`src/rtl/instr_fetch_unit.sv`:
```
// Instruction fetch stage feeding riscv_core.
// Keeps the fetch PC and issues in-order word requests to instruction memory.
// Returned words go into a small FIFO. The stage holds the FIFO head while the
// core stalls and flushes on a redirect. When no word is available it presents
// a NOP bubble (addi x0,x0,0).
module instr_fetch_unit #(
   parameter logic [31:0] RESET_PC = 32'h0000_0000,
   parameter int          DEPTH    = 4
) (
   input  logic        clk,
   input  logic        rst,
   // instruction memory request channel
   output logic        imem_req_valid_o,
   input  logic        imem_req_ready_i,
   output logic [31:0] imem_req_addr_o,
   // instruction memory response channel (in order)
   input  logic        imem_rsp_valid_i,
   input  logic [31:0] imem_rsp_data_i,
   // core side
   input  logic        stall_i,
   input  logic        redirect_valid_i,
   input  logic [31:0] redirect_pc_i,
   output logic [31:0] instruction_o,
   output logic [31:0] pc_o,
   output logic        valid_o
);

   localparam int          PW      = (DEPTH > 1) ? $clog2(DEPTH) : 1;
   // Counter width leaves headroom so inflight + count never wraps.
   localparam int          CW      = $clog2(DEPTH) + 2;
   localparam logic [CW-1:0] DEPTH_C = CW'(DEPTH);
   localparam logic [31:0] NOP     = 32'h0000_0013;

   logic [31:0]   r_fetch_pc;
   logic [31:0]   r_rsp_pc;
   logic [CW-1:0] r_inflight;
   logic [CW-1:0] r_drop;
   logic [CW-1:0] r_count;
   logic [PW-1:0] r_wr_ptr;
   logic [PW-1:0] r_rd_ptr;
   logic [31:0]   r_buf_data [DEPTH];
   logic [31:0]   r_buf_pc   [DEPTH];

   logic          w_valid;
   logic          w_pop;
   logic [CW-1:0] w_credit_used;
   logic          w_req_valid;
   logic          w_req_fire;
   logic          w_rsp_fire;
   logic          w_rsp_discard;
   logic          w_push;
   logic [31:0]   w_redirect_pc;

   // Handshake and credit decode. A response is only accepted while a
   // request is outstanding, so stale words after a reset are ignored.
   always_comb begin
      w_valid       = !rst && !redirect_valid_i && (r_count != '0);
      w_pop         = w_valid && !stall_i;
      w_credit_used = r_inflight + r_count - CW'(w_pop);
      w_req_valid   = !rst && !redirect_valid_i && (w_credit_used < DEPTH_C);
      w_req_fire    = w_req_valid && imem_req_ready_i;
      w_rsp_fire    = !rst && imem_rsp_valid_i && (r_inflight != '0);
      w_rsp_discard = w_rsp_fire && (r_drop != '0);
      w_push        = w_rsp_fire && (r_drop == '0) && !redirect_valid_i;
      w_redirect_pc = redirect_pc_i & 32'hFFFF_FFFC;
   end

   assign imem_req_valid_o = w_req_valid;
   assign imem_req_addr_o  = r_fetch_pc;
   assign valid_o          = w_valid;
   assign instruction_o    = w_valid ? r_buf_data[r_rd_ptr] : NOP;
   assign pc_o             = w_valid ? r_buf_pc[r_rd_ptr]   : 32'h0;

   // Fetch PC, response PC, outstanding-request and drop bookkeeping.
   always_ff @(posedge clk) begin
      if (rst) begin
         r_fetch_pc <= RESET_PC;
         r_rsp_pc   <= RESET_PC;
         r_inflight <= '0;
         r_drop     <= '0;
      end else begin
         r_inflight <= r_inflight + CW'(w_req_fire) - CW'(w_rsp_fire);
         if (redirect_valid_i) begin
            // Everything still outstanding after this edge is stale.
            r_fetch_pc <= w_redirect_pc;
            r_rsp_pc   <= w_redirect_pc;
            r_drop     <= r_inflight + CW'(w_req_fire) - CW'(w_rsp_fire);
         end else begin
            if (w_req_fire) begin
               r_fetch_pc <= r_fetch_pc + 32'd4;
            end
            if (w_push) begin
               r_rsp_pc <= r_rsp_pc + 32'd4;
            end
            if (w_rsp_discard) begin
               r_drop <= r_drop - CW'(1);
            end
         end
      end
   end

   // FIFO pointers and occupancy; a redirect empties the buffer.
   always_ff @(posedge clk) begin
      if (rst || redirect_valid_i) begin
         r_wr_ptr <= '0;
         r_rd_ptr <= '0;
         r_count  <= '0;
      end else begin
         if (w_push) begin
            r_wr_ptr <= r_wr_ptr + PW'(1);
         end
         if (w_pop) begin
            r_rd_ptr <= r_rd_ptr + PW'(1);
         end
         r_count <= r_count + CW'(w_push) - CW'(w_pop);
      end
   end

   // FIFO storage: the word and the PC it was fetched from.
   always_ff @(posedge clk) begin
      if (w_push) begin
         r_buf_data[r_wr_ptr] <= imem_rsp_data_i;
         r_buf_pc[r_wr_ptr]   <= r_rsp_pc;
      end
   end

   // The request credit rule must make these unreachable.
   a_no_overflow : assert property (@(posedge clk) disable iff (rst)
      !(w_push && !w_pop && (r_count == DEPTH_C)));
   a_inflight_bound : assert property (@(posedge clk) disable iff (rst)
      (r_inflight <= DEPTH_C));

endmodule

```
`config.mk`:
```
export PLATFORM = sky130hd
export DESIGN_NAME = instr_fetch_unit
export DESIGN_NICKNAME = d
export VERILOG_FILES = /design/src/rtl/instr_fetch_unit.sv
export SDC_FILE = /design/constraint.sdc
export NUM_CORES = 1
export LEC_CHECK = 0
export ABC_AREA = 1
export BUFFER_PORTS_ARGS = -buffer_cell sky130_fd_sc_hd__buf_4
export CELL_PAD_IN_SITES_DETAIL_PLACEMENT = 0
export CELL_PAD_IN_SITES_GLOBAL_PLACEMENT = 2
export CORE_AREA = 5 5 208 210
export CTS_CLUSTER_DIAMETER = 40
export DETAILED_ROUTE_END_ITERATION = 6
export DIE_AREA = 0 0 213 215
export GPL_TIMING_DRIVEN = 0
export PLACE_DENSITY = 0.81
export REMOVE_ABC_BUFFERS = 1
export SETUP_SLACK_MARGIN = 0.1
export SKIP_LAST_GASP = 1
export SYNTH_ARGS = -nofsm -noshare
export SYNTH_HDL_FRONTEND = slang
export SYNTH_SLANG_ARGS = --single-unit
export TNS_END_PERCENT = 10
```
`constraint.sdc`:
```
create_clock -name clk -period 5.6 [get_ports clk]
set_input_delay 1.12 -clock clk [delete_from_list [all_inputs] [get_ports clk]]
set_output_delay 1.12 -clock clk [all_outputs]
set_load 0.05 [all_outputs]
```
==> run summary <==
result of the run - completed
dominant cell by count in the synthesized netlist - sky130_fd_sc_hd__nor2_1
number of vias in the routed layout - 11.0k
number of nets with antenna violations after routing - 0
post-cts resize count - 0
worst setup slack after layout - 0.562 ns
Yosys top cell area share - 49.5%
worst reg2reg endpoint - r_drop[2]
layout cell share with drive strength beyond 1 - 19.9%
Final Hold Violating Endpoints - 0
reg-to-reg slack, setup - 1.04 ns
Critical Path RT - 6.03 ns
Die Area - 45,800 um2
hold bufs inserted after CTS - 0
Vias/cell - 4.90
worst rel slew slack - 32.0%
maximum fanout count along the critical path - 61
final count of pins violating max slew - 0
number of flops mapped to enable cells by yosys - 248
chip width - 213 um
FMAX - 198 MHz
drt pass-1 iters - 5
H-tree depth - 2
die outline height - 215 um
DP HPWL - 24,800 um
Worst Path Arrival - 5.47 ns
largest net degree at the start of global routing - 95
total wire length - 39,300 um
Pleak - 6.95 nW
clock tree from TritonCTS - done
predominant post-synthesis flop cell - sky130_fd_sc_hd__edfxtp_1
gate count after technology mapping - 1,528
worst setup skew after layout - 0.0105 ns
number of port buffers - 161
number of CTS-inserted buffers - 48
Root Driver - sky130_fd_sc_hd__clkbuf_16
launch point of the worst reg-to-reg path - r_count[2]
netlist area before placement - 15,100 um2
launching element of the worst setup path - redirect_valid_i
Synth cell types - 52
Crit Path Category - primary input to register
cell type contributing the most total cell area after synthesis - sky130_fd_sc_hd__edfxtp_1
Startpoint Class - primary input
FP Rows - 75
P&R area growth vs syn - 22.8%
final core utilization - 44.7%
I/O pin count - 168
Post-Place Setup Slack - -0.0768 ns
share of the clock period used by the worst path - 90.0%
wire length of the first global-routing pass - 61,100 um
final period demand of the worst path - 5.04 ns
Post-Syn Area per Cell - 9.86 um2
worst slew pin tran - 1.02 ns
1st-iter DRT viols - 691
final instance area - 18,500 um2
fin nets - 1,766
unrepaired setup endpoints after global routing - false
register area share after synthesis - 59.8%
Worst setup EP type - register
Reg clk slew, reported paths - 0.06 ns
number of clock sinks - 326
worst slack on hold paths - 0.493 ns
synthesized flop and latch total - 326
Post CTS Setup Buffer Count - 0
total power per unit cell area - 348 nW/um2
maximum clock insertion buffer count - 3
antenna fix cells - 0
vias in the first global route - 10.9k
timing endpoint of the critical path - r_drop[2]
commonest cells in the synthesized netlist - sky130_fd_sc_hd__nor2_1, sky130_fd_sc_hd__edfxtp_1, sky130_fd_sc_hd__nand2_1, sky130_fd_sc_hd__o21ai_0, sky130_fd_sc_hd__inv_1
latest clock arrival within the worst-skew pair - 0.58 ns
final setup violation count - 0
proportion of register bits with asynchronous set or reset after synthesis - 0%
antenna violations before repair - 0
max-cap check violation count - 0
Hold Path Class - register to register
remaining routing DRC violations - 0
number of cell instances on the worst register-to-register path - 23
number of non-filler instances in the completed layout - 2,251
global route overflow - 0
IR Drop Worst-Case VDD - 0.198 mV
cell types with the largest area share after synthesis - sky130_fd_sc_hd__edfxtp_1, sky130_fd_sc_hd__dfxtp_1, sky130_fd_sc_hd__nor2_1
mean routed wirelength per cell - 17.4 um
initial core utilization - 36.4%
Placed Instances - 2,162
Post-Place Cell Area - 16,900 um2
area of the core region - 41,400 um2
warning count from the yosys run - 0
overall track demand over capacity in global routing - 16.9%
routability congestion estimate from global placement - 0.793
-- routing by layer --
layer  wire [um]  GRT usage [%]  vias up
met5           0              0        -
met4         948           5.59        0
met3        1930           3.00       57
met2       18300           27.0      250
met1       18100           23.3     5193
li1            -              -     5531
-- metrics by stage --
step                      total power [W]  TNS, ns
after floorplan                   0.00332   -0.579
after global placement            0.00355  -918.37
after CTS                         0.00652        0
final                             0.00644        0
after detailed placement          0.00357  -0.0768
after global routing              0.00672        0
-- critical path: stages --
cell,delay (ns)
sky130_fd_sc_hd__buf_4,0.31
sky130_fd_sc_hd__nor2_8,0.29
sky130_fd_sc_hd__nand3_2,0.15
sky130_fd_sc_hd__inv_1,0.13
sky130_fd_sc_hd__nand2_1,0.08
sky130_fd_sc_hd__ha_1,0.29
sky130_fd_sc_hd__nand2_1,0.07
sky130_fd_sc_hd__inv_1,0.04
sky130_fd_sc_hd__nand3_2,0.07
sky130_fd_sc_hd__nand2_1,0.06
sky130_fd_sc_hd__nand2_1,0.05
sky130_fd_sc_hd__nand2_1,0.05
sky130_fd_sc_hd__nor2_2,0.11
sky130_fd_sc_hd__nand3_2,0.75
sky130_fd_sc_hd__ha_1,0.64
sky130_fd_sc_hd__inv_1,0.04
sky130_fd_sc_hd__ha_1,0.20
sky130_fd_sc_hd__fa_1,0.38
sky130_fd_sc_hd__xnor2_1,0.24
sky130_fd_sc_hd__o21ai_0,0.11
sky130_fd_sc_hd__nor2_1,0.13
sky130_fd_sc_hd__a211oi_1,0.05
-- cell type report --
cell class                      instances  area [um2]
Tap cell                              539         674
Sequential cell                       326        9020
Inverter                               99         379
Fill cell                            3919       22900
Clock inverter                         38         385
Timing Repair Buffer                  173        1490
Multi-Input combinational cell       1025        5340
Clock buffer                           51        1210
-- layout by cell type, fill, tap and decap left out, drive strengths merged, types with 14 or more instances in the layout --
cell and instances:
ha 21, inv 119, edfxtp 248, a21oi 112
nor3 19, dfxtp 78, clkbuf 51, o21ai 159
nand4 19, xor2 31, nor2 328, clkinv 14
nand3 64, nand2 197, xnor2 18, buf 173
-- worst min-delay path by stage --
stage	startpoint	to	slack (ns)	depth (start not counted)
after floorplan	r_rd_ptr[1]	register	0.46	1
after global placement	r_rd_ptr[1]	r_rd_ptr[1]	0.48	1
after detailed placement	r_rd_ptr[1]	register	0.47	1
after CTS	r_drop[3]	r_drop[3]	0.50	2
after global routing	r_rd_ptr[1]	r_rd_ptr[1]	0.53	1
final	r_drop[3]	r_drop[3]	0.49	2
-- power breakdown --
| group | switching, W | internal, W |
|---|---|---|
| Sequential | 0.000107 | 0.00270 |
| Combinational | 0.000454 | 0.000253 |
| Clock | 0.00123 | 0.00170 |
-- cell families after synthesis --
group	synth area share, %
AO/OA/AOI/OAI	11.5
XOR/XNOR	2.85
adder cells (fa/ha/maj)	2.01
buffers and inverters	5.07
flip-flops	59.8
other	0.0249
AND/OR/NAND/NOR	18.8
-- flip-flops by register name, indices dropped and copies added (netlist names), named ones only --
signal / flops
r_count: 4
r_rsp_pc: 30
r_inflight: 4
r_rd_ptr: 2
r_wr_ptr: 2
imem_req_addr_o: 30
r_buf_data: 128
r_drop: 4
r_buf_pc: 120
No activity file was read; power rests on OpenSTA's default activity.
